**src/rtl/mem_port_arbiter.sv**
```systemverilog
// mem_port_arbiter
//
// Shares one memory port between two requesters:
//   port 0 = WASM loader, port 1 = CPU fetch/execute unit.
// One transaction is granted at a time. The grant is held until the memory
// completes the transaction or the optional watchdog expires. The winner then
// receives a one-cycle ready pulse together with its read data.
//
// Parameters
//   ADDR_W     address width on all ports
//   DATA_W     data width on all ports
//   FIXED_PRIO 0 = round-robin, 1 = port 0 always wins a tie
//   TIMEOUT    GRANT cycles to wait for memory_ready before aborting, 0 = no watchdog
//   TIMEOUT_W  watchdog counter width
//
// Ports
//   clk, rst                     clock (rising edge), async active-high reset
//   pN_addr / pN_data_in         requester address / write data
//   pN_read_en / pN_write_en     level requests, held until pN_ready
//   pN_data_out                  read data, valid with pN_ready, held afterwards
//   pN_ready / pN_err            completion pulse / timed-out qualifier
//   addr, data_in                memory address / write data
//   data_out                     memory read data
//   memory_read_en/write_en      memory request
//   memory_ready                 memory completion
//   grant                        current or last owner
//   busy                         high in GRANT and RELEASE

module mem_port_arbiter #(
    parameter int unsigned ADDR_W     = 32,
    parameter int unsigned DATA_W     = 8,
    parameter bit          FIXED_PRIO = 1'b0,
    parameter int unsigned TIMEOUT    = 0,
    parameter int unsigned TIMEOUT_W  = 16
) (
    input  logic              clk,
    input  logic              rst,

    input  logic [ADDR_W-1:0] p0_addr,
    input  logic [DATA_W-1:0] p0_data_in,
    input  logic              p0_read_en,
    input  logic              p0_write_en,
    output logic [DATA_W-1:0] p0_data_out,
    output logic              p0_ready,
    output logic              p0_err,

    input  logic [ADDR_W-1:0] p1_addr,
    input  logic [DATA_W-1:0] p1_data_in,
    input  logic              p1_read_en,
    input  logic              p1_write_en,
    output logic [DATA_W-1:0] p1_data_out,
    output logic              p1_ready,
    output logic              p1_err,

    output logic [ADDR_W-1:0] addr,
    output logic [DATA_W-1:0] data_in,
    input  logic [DATA_W-1:0] data_out,
    output logic              memory_read_en,
    output logic              memory_write_en,
    input  logic              memory_ready,

    output logic              grant,
    output logic              busy
);

    typedef enum logic [1:0] {
        StIdle,
        StGrant,
        StRelease
    } state_e;

    // Last watchdog count before the abort fires; unused when TIMEOUT is 0.
    localparam logic [TIMEOUT_W-1:0] WdLast = TIMEOUT_W'((TIMEOUT > 0) ? TIMEOUT - 1 : 0);

    state_e               state;
    logic                 last_grant;
    logic [TIMEOUT_W-1:0] wd_cnt;

    logic              req0;
    logic              req1;
    logic              any_req;
    logic              winner;
    logic [ADDR_W-1:0] win_addr;
    logic [DATA_W-1:0] win_data;
    logic              win_write;
    logic              win_read;
    logic              wd_expired;

    // Winner selection from the live requests; only consumed in IDLE.
    always_comb begin
        req0    = p0_read_en | p0_write_en;
        req1    = p1_read_en | p1_write_en;
        any_req = req0 | req1;
        if (req0 && req1) begin
            winner = FIXED_PRIO ? 1'b0 : ~last_grant;
        end else begin
            winner = req1;
        end
        win_addr  = winner ? p1_addr     : p0_addr;
        win_data  = winner ? p1_data_in  : p0_data_in;
        win_write = winner ? p1_write_en : p0_write_en;
        // A write takes precedence over a simultaneous read.
        win_read  = (winner ? p1_read_en : p0_read_en) & ~win_write;
    end

    assign wd_expired = (TIMEOUT != 0) && (wd_cnt == WdLast);

    always_ff @(posedge clk or posedge rst) begin
        if (rst) begin
            state           <= StIdle;
            last_grant      <= 1'b1;
            grant           <= 1'b0;
            busy            <= 1'b0;
            wd_cnt          <= '0;
            addr            <= '0;
            data_in         <= '0;
            memory_read_en  <= 1'b0;
            memory_write_en <= 1'b0;
            p0_data_out     <= '0;
            p1_data_out     <= '0;
            p0_ready        <= 1'b0;
            p1_ready        <= 1'b0;
            p0_err          <= 1'b0;
            p1_err          <= 1'b0;
        end else begin
            unique case (state)
                StIdle: begin
                    if (any_req) begin
                        addr            <= win_addr;
                        data_in         <= win_data;
                        memory_write_en <= win_write;
                        memory_read_en  <= win_read;
                        grant           <= winner;
                        last_grant      <= winner;
                        wd_cnt          <= '0;
                        busy            <= 1'b1;
                        state           <= StGrant;
                    end
                end

                StGrant: begin
                    // memory_ready wins over a watchdog expiry in the same cycle.
                    if (memory_ready) begin
                        memory_read_en  <= 1'b0;
                        memory_write_en <= 1'b0;
                        if (grant) begin
                            p1_data_out <= memory_read_en ? data_out : '0;
                            p1_ready    <= 1'b1;
                            p1_err      <= 1'b0;
                        end else begin
                            p0_data_out <= memory_read_en ? data_out : '0;
                            p0_ready    <= 1'b1;
                            p0_err      <= 1'b0;
                        end
                        state <= StRelease;
                    end else if (wd_expired) begin
                        memory_read_en  <= 1'b0;
                        memory_write_en <= 1'b0;
                        if (grant) begin
                            p1_data_out <= '0;
                            p1_ready    <= 1'b1;
                            p1_err      <= 1'b1;
                        end else begin
                            p0_data_out <= '0;
                            p0_ready    <= 1'b1;
                            p0_err      <= 1'b1;
                        end
                        state <= StRelease;
                    end else if (wd_cnt != '1) begin
                        // Saturate rather than wrap.
                        wd_cnt <= wd_cnt + TIMEOUT_W'(1);
                    end
                end

                StRelease: begin
                    // Ready/err pulse lasts exactly this one cycle; no arbitration here.
                    p0_ready <= 1'b0;
                    p1_ready <= 1'b0;
                    p0_err   <= 1'b0;
                    p1_err   <= 1'b0;
                    busy     <= 1'b0;
                    state    <= StIdle;
                end

                default: begin
                    state <= StIdle;
                end
            endcase
        end
    end

endmodule

```
**config.mk**
```make
export PLATFORM = sky130hd
export DESIGN_NAME = mem_port_arbiter
export DESIGN_NICKNAME = d
export VERILOG_FILES = /design/src/rtl/mem_port_arbiter.sv
export SDC_FILE = /design/constraint.sdc
export NUM_CORES = 1
export LEC_CHECK = 0
export BUFFER_PORTS_ARGS = -buffer_cell sky130_fd_sc_hd__buf_2
export CORE_MARGIN = 2
export CORE_UTILIZATION = 44
export CTS_BUF_LIST = sky130_fd_sc_hd__clkbuf_4 sky130_fd_sc_hd__clkbuf_8 sky130_fd_sc_hd__clkbuf_16
export DETAILED_ROUTE_END_ITERATION = 7
export MAX_ROUTING_LAYER = met4
export PLACE_DENSITY = 0.82
export SETUP_SLACK_MARGIN = 0.4
export SLEW_MARGIN = 20
export SYNTH_ARGS = -nofsm -noshare
export SYNTH_HDL_FRONTEND = slang
export SYNTH_SLANG_ARGS = --single-unit
```
**constraint.sdc**
```tcl
create_clock -name clk -period 2.1 [get_ports clk]
set_input_delay 0.315 -clock clk [delete_from_list [all_inputs] [get_ports clk]]
set_output_delay 0.315 -clock clk [all_outputs]
set_load 0.005 [all_outputs]
```
* Yosys cells after proc, flatten, opt, wreduce, memory -nomap -nowiden *
Cells that the tools add are included.

cells by class
  $add $sub $neg = 0
  $mul = 0
  div/mod/pow operators = 0
  magnitude comparators = 0
  equality and inequality tests = 6
  shift operators = 0
  muxes and demuxes = 28
  bitwise operators = 7
  reduce and logical (&&, ||, !) cells = 13

operators with widths
  kind                                                                   number
  32-bit 2-to-1 mux                                                      1
  8-bit 2-to-1 mux                                                       2
  1-bit 2-to-1 mux                                                       15
  3-bit AND reduction                                                    5
  1-bit one-hot mux with 2 select lines                                  7
  2-bit inequality test, second input constant                           4
  2-bit AND reduction                                                    3
  2-bit nonzero test                                                     3
  2-bit 2-to-1 mux                                                       2
  2-bit one-hot mux with 2 select lines                                  1
  1-bit NOT                                                              3
  1-bit OR                                                               3
  2-bit by 1-bit equality test with 1-bit output, second input constant  1
  2-bit equality test, second input constant                             1
  2-bit zero test                                                        1
  1-bit AND                                                              1
  1-bit logical AND                                                      1

word-level totals
  register bits = 67
  latch bits = 0
  bits in writable memories = 0
  ROM bits = 0
  input bits = 95
  output and inout port bits = 64
  word-level logic and storage cells = 68
  memories = 0

* Depth between registers and ports, before layout *
Gate-level depths: netlist of the first run.

  depth after elaboration = 8
  mapped depth = 6
  depth with buffers taken out = 5

* Worst setup path after synthesis of the first run *
Ideal clock, no wire load.

  kind = reg-to-reg
  start point = register last_grant
  end point = register addr[30]
  data arrival time = 1261 ps
  data required time = 2023 ps
  setup slack = 761 ps
  stages on the path, launching flop included = 6
  path buffers = 1
  clock period less this slack = 1339 ps
  path through = dfstp_2 > o21ai_0 > o21ai_1 > clkbuf_1 > nand2_1 > a21oi_1

on the way
  longest elaborated chain between the ends = 3

ends and longest elaborated chain
  item                      line  RTL
  start: declaration        76    logic last_grant;
  start signal: assignment  134   last_grant <= winner;
  1-bit NOT                 95    winner = FIXED_PRIO ? 1'b0 : ~last_grant;
  1-bit 2-to-1 mux          94    if (req0 && req1) begin
  32-bit 2-to-1 mux         99    win_addr = winner ? p1_addr : p0_addr;
  end signal: assignment    129   addr <= win_addr;
  end: declaration          55    output logic [ADDR_W-1:0] addr,

No other way between the ends.
A chain may end at the register's enable or synchronous reset.

* Worst setup path in the final report of the first run *
  start point = register last_grant
  end point = register addr[6]

The elaborated chain is that of the path after synthesis.

==> flow_metrics.py, run 1 <==
metrics = {
    "outcome": {
        "status": "completed",
    },
    "route": {
        "drt-wirelength-per-cell_um": 13.6,
        "top_layer_used": "met4",
        "wl_met3_um": 464,
        "drtPass1Iterations": 4,
        "wl_met1_mm": 3.18,
        "vias_per_cell": 5.02,
        "wl_mm": 7.60,
        "drtIter0Drc": 135,
        "drc": 0,
        "wl_met2_mm": 3.89,
        "detail-route-antenna-nets": 0,
        "num_vias": 2804,
    },
    "layout": {
        "postLayoutCoreUtil_pct": 61.7,
        "n_antenna_cell": 0,
        "seq_area_um2": 1630,
        "fin_nets": 572,
        "multiInputGateArea_um2": 1070,
        "drive_gt1_share_pct": 38.6,
        "syn_to_final_growth_pct": 37.7,
        "fillCellCount": 575,
    },
    "synth": {
        "ys_ff_latch": 65,
        "yosysSeqAreaShare_pct": 58.2,
        "syn_inst": 321,
        "synth_top_area_share_pct": 57.3,
        "syn_area_um2": 2800,
        "synth.largest_area_cell": "dfrtp_1",
        "yosysWarnings": 0,
        "ys_top_cells_by_area": "dfrtp_1 (57%), a21oi_1 (14%), nand2_1 (9.8%)",
        "postSynthAreaPerCell_um2": 8.71,
        "synth_cell_types": 23,
    },
    "die": {
        "die_w_um": 83.7,
        "ioPinCount": 159,
        "die_area_um2": 7010,
        "placementRows": 29,
        "die_y_um": 83.7,
        "design.core.area_um2": 6240,
        "start_util_pct": 44.8,
    },
    "pwr": {
        "total_leakage_power_nw": 1.96,
        "pwr_density_cell_nw_per_um2": 1430,
        "ir_worst_vdd_v": 0.000707,
        "total_power_mw": 5.51,
    },
    "timing": {
        "fmax_mhz": 642,
        "grt_setup_unrepaired": "false",
        "worst_pin_slew_ns": 1.01,
        "period_needed_ns": 1.56,
        "clock-skew-final_ns": 0.0130,
        "tns_ns": 0,
        "hold_viol": 0,
        "setup_viol": 0,
        "post-route-period-util_pct": 74.2,
        "max_slew_margin_pct": 33.0,
        "slew_viol_final": 0,
    },
    "clock_tree": {
        "clockRootBuffer": "clkbuf_8",
        "cts.sinks": 65,
        "cts.clk_slew.worst_paths_ns": 0.07,
        "clock_path_buffers": 2,
        "post-cts-setup-buffers": 0,
        "cts-buffers-inserted": 9,
        "cts_tree": "built",
        "htreeDepth": 3,
        "clk-insertion-delay-late_ns": 0.33,
    },
    "placement": {
        "globalplace.congestion": 0.770,
        "dpl.hpwl_mm": 5.47,
        "port_buffers": 156,
    },
    "grt": {
        "grt.overflow.total": 0,
        "gr-usage-all-layers_pct": 23.0,
        "grt_start_max_net_pins": 43,
        "grt_pass1_vias": 2758,
        "grt_pass1_wl_mm": 12.7,
        "antenna_found_initial": 0,
    },
    "worst_setup_path": {
        "crit_family": "flip-flops",
        "critPathRequiredTime_ns": 2.31,
        "cp_slowest_cell": "dfstp_2",
        "critical_path_arrival_ns": 1.76,
        "cp_max_fo": 26,
        "max_stage_delay_ns": 0.56,
        "criticalPathCategory": "reg2reg",
        "worst-path-buf-inv": 1,
        "endpoint_kind": "register",
        "critPathLaunchType": "register",
        "path_common_cell": "a21oi_1",
        "cp_cell_sequence": "o21ai_1 > nor2b_2 > buf_4 > a21oi_1 > a21oi_1",
    },
    "flow_run": {
        "drv_cap": 0,
    },
    "hold_path": {
        "hp-class": "in2reg",
    },
}
[power breakdown]
group	switching, mW	internal (mW)	leakage, nW
registers	0.357	1.87	0.769
logic	1.34	1.01	1.11
clock network	0.467	0.469	0.0848
total	2.16	3.35	1.96
[registers in the layout, indices dropped and copies added (netlist names), 2 cells and up]
name	count
p0_data_out	8
data_in	8
p1_data_out	8
addr	32
state	2
[final timing paths]
| kind | slack [ns] | endpoint | start | cells past startpoint |
|---|---|---|---|---|
| setup / recovery | 0.54 | addr[6]$_DFFE_PP0P_ | last_grant$_DFFE_PP1P_ | 5 |
| hold / removal | 0.20 | state[0]$_DFFE_PP0P_ | memory_ready | 2 |
| setup reg to reg | 0.54 | addr[6]$_DFFE_PP0P_ | last_grant$_DFFE_PP1P_ | 5 |
| hold reg to reg | 0.48 | busy$_DFFE_PP0P_ | busy$_DFFE_PP0P_ | 2 |
| max in group asynchronous | 1.01 | addr[15]$_DFFE_PP0P_ | rst | 4 |
| min in group asynchronous | 0.50 | data_in[0]$_DFFE_PP0P_ | rst | 3 |
[metrics by stage]
stage	hold slack (ns)	instance area, µm²	cells	worst slack, ns
6_report	0.200	3850	559	0.542
5_1_grt	0.189	3850	559	0.439
4_1_cts	0.180	3840	558	0.522
3_5_place_dp	0.283	3650	541	0.367
3_3_place_gp	0.278	3650	541	0.429
2_1_floorplan	0.422	2800	322	0.761
[cell usage after synthesis]
cell type	count
a211o_1	1
a211oi_2	1
a21o_1	1
a21oi_1	81
a31oi_1	1
and3_1	1
buf_1	1
buf_2	13
buf_4	2
buf_6	2
clkbuf_1	4
conb_1	1
dfrtp_1	64
dfstp_2	1
inv_1	3
nand2_1	73
nand2b_1	4
nand3_1	1
nand3b_1	1
nor2_1	42
nor2b_1	1
o21ai_0	16
o21ai_1	6
[cells in the final DEF, fill, tap and decap left out, drive strengths merged, types with 2 or more instances in the layout]
cell / netlist / routed
a21oi: 81 / 81
buf: 18 / 164
clkbuf: 4 / 11
clkinv: 0 / 2
clkinvlp: 0 / 4
conb: 1 / 2
dfrtp: 64 / 64
inv: 3 / 2
nand2: 73 / 73
nand2b: 4 / 4
nor2: 42 / 42
o21ai: 22 / 23
[final cells by class]
type,count,share of cell area [%]
sequential,65,42.3
multi-input combinational,233,27.8
timing repair buffer,165,22.4
clock buffer,11,3.77
tap,77,2.50
clock inverter,5,0.845
inverter,3,0.390
[logic make-up (layout without fill, tap and decap cells)]
group	after synthesis	count (layout)	share of synthesized area (%)
AOI/OAI and AO/OA	107	108	19.7
buffers and inverters	25	184	4.74
DFF	65	65	58.2
other	1	2	0.134
and+or+nand+nor	123	123	17.2
[layer usage]
| layer | vias to the layer above | GRT usage [%] |
|---|---|---|
| met5 | - | - |
| met4 | 0 | 7.18 |
| met3 | 7 | 4.45 |
| met2 | 109 | 38.3 |
| met1 | 1313 | 28.6 |
| li1 | 1375 | - |
[worst register-to-register path: stages, from the launching register on]
cell and delay (ns):
dfstp_2 0.56, o21ai_1 0.16, nor2b_2 0.20, buf_4 0.23, a21oi_1 0.21, a21oi_1 0.09
[repair_timing]
action                     CTS  global route
hold endpoints to repair     9             0
gates resized for setup      0             1
hold buffers                 1             0
setup endpoints to repair    0             1
Power figures use the tool's default switching activity.
==> run 2, diff against run 1 <==
--- a/config.mk
+++ b/config.mk
@@ -5,13 +5,14 @@
 export SDC_FILE = /design/constraint.sdc
 export NUM_CORES = 1
 export LEC_CHECK = 0
+export ABC_AREA = 1
 export BUFFER_PORTS_ARGS = -buffer_cell sky130_fd_sc_hd__buf_2
 export CORE_MARGIN = 2
-export CORE_UTILIZATION = 44
+export CORE_UTILIZATION = 42
 export CTS_BUF_LIST = sky130_fd_sc_hd__clkbuf_4 sky130_fd_sc_hd__clkbuf_8 sky130_fd_sc_hd__clkbuf_16
 export DETAILED_ROUTE_END_ITERATION = 7
 export MAX_ROUTING_LAYER = met4
-export PLACE_DENSITY = 0.82
+export PLACE_DENSITY = 0.79
 export SETUP_SLACK_MARGIN = 0.4
 export SLEW_MARGIN = 20
 export SYNTH_ARGS = -nofsm -noshare
==> constraint.sdc (replaced) <==
create_clock -name clk -period 1.4 [get_ports clk]
set_input_delay 0.21 -clock clk [delete_from_list [all_inputs] [get_ports clk]]
set_output_delay 0.21 -clock clk [all_outputs]
set_load 0.005 [all_outputs]
==> run 2 against run 1 <==
Non-clock buffer count rose by 63. Utilization increased by 4.5 points. Clock skew shrank 0.0025 ns. Largest power group unchanged. Fmax grew 26%. Clock power increased by 53%.
==> flow_metrics.py, run 2 <==
metrics = {
    "timing": {
        "hold_slack_ns": 0.107,
        "clock-skew-final_ns": 0.0106,
        "hold_viol": 0,
        "setup_ws_ns": 0.160,
        "tns_ns": 0,
        "post-route-period-util_pct": 88.6,
        "grt_setup_unrepaired": "true",
        "fmax_mhz": 807,
        "setup_viol": 0,
        "slew_viol_final": 0,
        "period_needed_ns": 1.24,
    },
    "pwr": {
        "p_sw_mw": 4.14,
        "total_power_mw": 10.3,
        "pwr_density_cell_nw_per_um2": 2040,
        "ir_worst_vdd_v": 0.000832,
        "p_int_mw": 6.16,
        "total_leakage_power_nw": 2.87,
        "power_frac_seq_pct": 31.9,
        "power_frac_comb_pct": 54.2,
        "clock_power_share_pct": 13.9,
        "p_sw_share_pct": 40.2,
    },
    "worst_setup_path": {
        "endpoint_kind": "register",
        "critical_path_arrival_ns": 1.46,
        "max_stage_delay_ns": 0.42,
        "critPathRequiredTime_ns": 1.62,
        "crit_family": "flip-flops",
        "cp_slowest_cell": "dfrtp_1",
        "worst-path-buf-inv": 2,
        "rr_startpoint": "state[0]$_DFFE_PP0P_",
        "critPathLaunchType": "register",
        "cp_max_fo": 6,
        "criticalPathCategory": "reg2reg",
        "cp_cell_sequence": "inv_2 > nor2_2 > nand2_2 > inv_8 > nand2_4 > nand2_1 > o21ai_1",
        "cp-startpoint": "state[0]$_DFFE_PP0P_",
    },
    "synth": {
        "yosysSeqAreaShare_pct": 49.6,
        "ys_top_cells_by_area": "dfrtp_1 (49%), nand2_1 (17%), nand3b_1 (9.1%)",
        "synth.largest_area_cell": "dfrtp_1",
        "ys_ff_latch": 65,
        "async_reset_ff_share_pct": 100,
        "synth_top_area_share_pct": 48.8,
        "syn_inst": 412,
        "synth_edf_count": 0,
        "yosysWarnings": 0,
        "synth_cell_types": 24,
        "postSynthAreaPerCell_um2": 7.97,
        "synth_flop_cell": "dfrtp_1",
        "synth_most_common_cell": "nand2_1",
        "synth_common_cells": "nand2_1 (153), dfrtp_1 (64), inv_1 (46)",
        "syn_area_um2": 3280,
    },
    "clock_tree": {
        "clock_path_buffers": 2,
        "clockRootBuffer": "clkbuf_8",
        "cts.sinks": 65,
        "cts_tree": "built",
        "clk-insertion-delay-late_ns": 0.34,
        "cts-buffers-inserted": 9,
        "htreeDepth": 3,
        "cts.clk_slew.worst_paths_ns": 0.08,
    },
    "grt": {
        "gr-usage-all-layers_pct": 22.7,
        "grt_pass1_wl_mm": 14.8,
        "grt_start_max_net_pins": 44,
        "grt.overflow.total": 0,
        "antenna_found_initial": 1,
        "grt_pass1_vias": 3074,
    },
    "die": {
        "die_area_um2": 8540,
        "placementRows": 32,
        "design.core.area_um2": 7650,
        "start_util_pct": 42.9,
        "die_w_um": 92.4,
        "die_y_um": 92.4,
        "ioPinCount": 159,
    },
    "route": {
        "drc": 0,
        "detail-route-antenna-nets": 0,
        "drtPass1Iterations": 4,
        "wl_mm": 10.2,
        "drt-wirelength-per-cell_um": 13.8,
        "vias_per_cell": 4.81,
        "drtIter0Drc": 100,
        "num_vias": 3558,
    },
    "layout": {
        "fin_nets": 726,
        "largest_reg_flops": 32,
        "finalNonFillerCells": 739,
        "syn_to_final_growth_pct": 54.1,
        "regMostFlops": "addr",
        "final_common_cell": "buf_2",
        "drive_gt1_share_pct": 44.0,
        "final_cell_mix": "buf_2 (155), nand2_1 (147), dfrtp_1 (62), buf_4 (60), inv_1 (44)",
    },
    "placement": {
        "dp_cells": 655,
        "globalplace.congestion": 0.802,
        "dpl.hpwl_mm": 6.14,
        "port_buffers": 156,
        "pre_cts_ws_ns": 0.0448,
    },
    "hold_path": {
        "hp-class": "in2reg",
        "hp-start": "memory_ready",
    },
    "outcome": {
        "status": "completed",
    },
    "flow_run": {
        "drv_cap": 0,
    },
}
## run 2: cell types whose count changed after synthesis, moves of 7 or more
cell	previous run	this run
nand2_1	73	153
nand3b_1	1	40
inv_1	3	46
nor2_1	42	6
o21ai_0	16	5
a21oi_1	81	1
nand3_1	1	42
o21ai_1	6	13
## run 2: path summary, 6_finish.rpt
kind / end / cells past startpoint / slack (ns)
setup / recovery: p0_data_out[5]$_DFFE_PP0P_ / 7 / 0.16
hold / removal: state[0]$_DFFE_PP0P_ / 2 / 0.11
setup reg to reg: p0_data_out[5]$_DFFE_PP0P_ / 7 / 0.16
hold reg to reg: addr[1]$_DFFE_PP0P_ / 2 / 0.49
max in group asynchronous: last_grant$_DFFE_PP1P_ / 4 / 0.64
min in group asynchronous: p1_data_out[3]$_DFFE_PP0P_ / 4 / 0.50
## run 2: cell families (layout without fill, tap and decap cells)
group	Yosys count	in the layout	synth area share [%]
flip-flops	65	65	49.6
buffers and inverters	75	295	10.8
other	1	3	0.114
AO/OA/AOI/OAI	24	24	4.19
AND/OR/NAND/NOR	247	250	35.3
## run 2: metal layers
| metal | share of wire (%) | track usage, % |
|---|---|---|
| met2 | 50 | 37.1 |
| met1 | 41 | 29.1 |
| met5 | 0 | - |
| met4 | 1.9 | 7.46 |
| met3 | 6.8 | 3.42 |
## run 2: layout make-up
| cell class | count | area (µm²) |
|---|---|---|
| inverters | 50 | 229 |
| clock inverters | 7 | 55.1 |
| well taps | 102 | 128 |
| clock buffers | 9 | 124 |
| repair inverters | 1 | 16.3 |
| repair buffers | 228 | 1440 |
| fillers | 670 | 2590 |
| flip-flops and latches | 65 | 1630 |
| diodes | 1 | 2.50 |
| multi-input cells | 276 | 1440 |
## run 2: worst register-to-register path, cell delays in order, from the launching register on
cell and delay [ns]:
dfrtp_1 0.42, inv_2 0.07, nor2_2 0.12, nand2_2 0.11, inv_8 0.15, nand2_4 0.09
nand2_1 0.08, o21ai_1 0.08
## run 2: stage by stage
| stage | instance area, µm² | util, % |
|---|---|---|
| 2_1_floorplan | 3300 | - |
| 3_3_place_gp | 4160 | 54.4 |
| 3_5_place_dp | 4160 | 54.4 |
| 4_1_cts | 4700 | 61.4 |
| 5_1_grt | 5060 | 66.1 |
| 6_report | 5060 | 66.1 |
## run 2: what timing repair did
| item | CTS | global route |
|---|---|---|
| gates resized for setup | 20 | 21 |
| pin swaps | 3 | 3 |
| hold buffers | 1 | 0 |
| buffers inserted | 30 | 31 |
| setup endpoints to repair | 126 | 133 |
| hold endpoints to repair | 15 | 0 |
| cloned | 3 | 2 |
## run 2: power groups by stage
stage / clock (mW) / combinational [mW] / sequential [mW]
6_report: 1.43 / 5.58 / 3.29
3_5_place_dp: 0 / 3.75 / 3.32
3_3_place_gp: 0 / 3.61 / 3.30
2_1_floorplan: 0 / 2.29 / 3.33
4_1_cts: 1.47 / 4.64 / 3.27
5_1_grt: 1.56 / 6.14 / 3.37
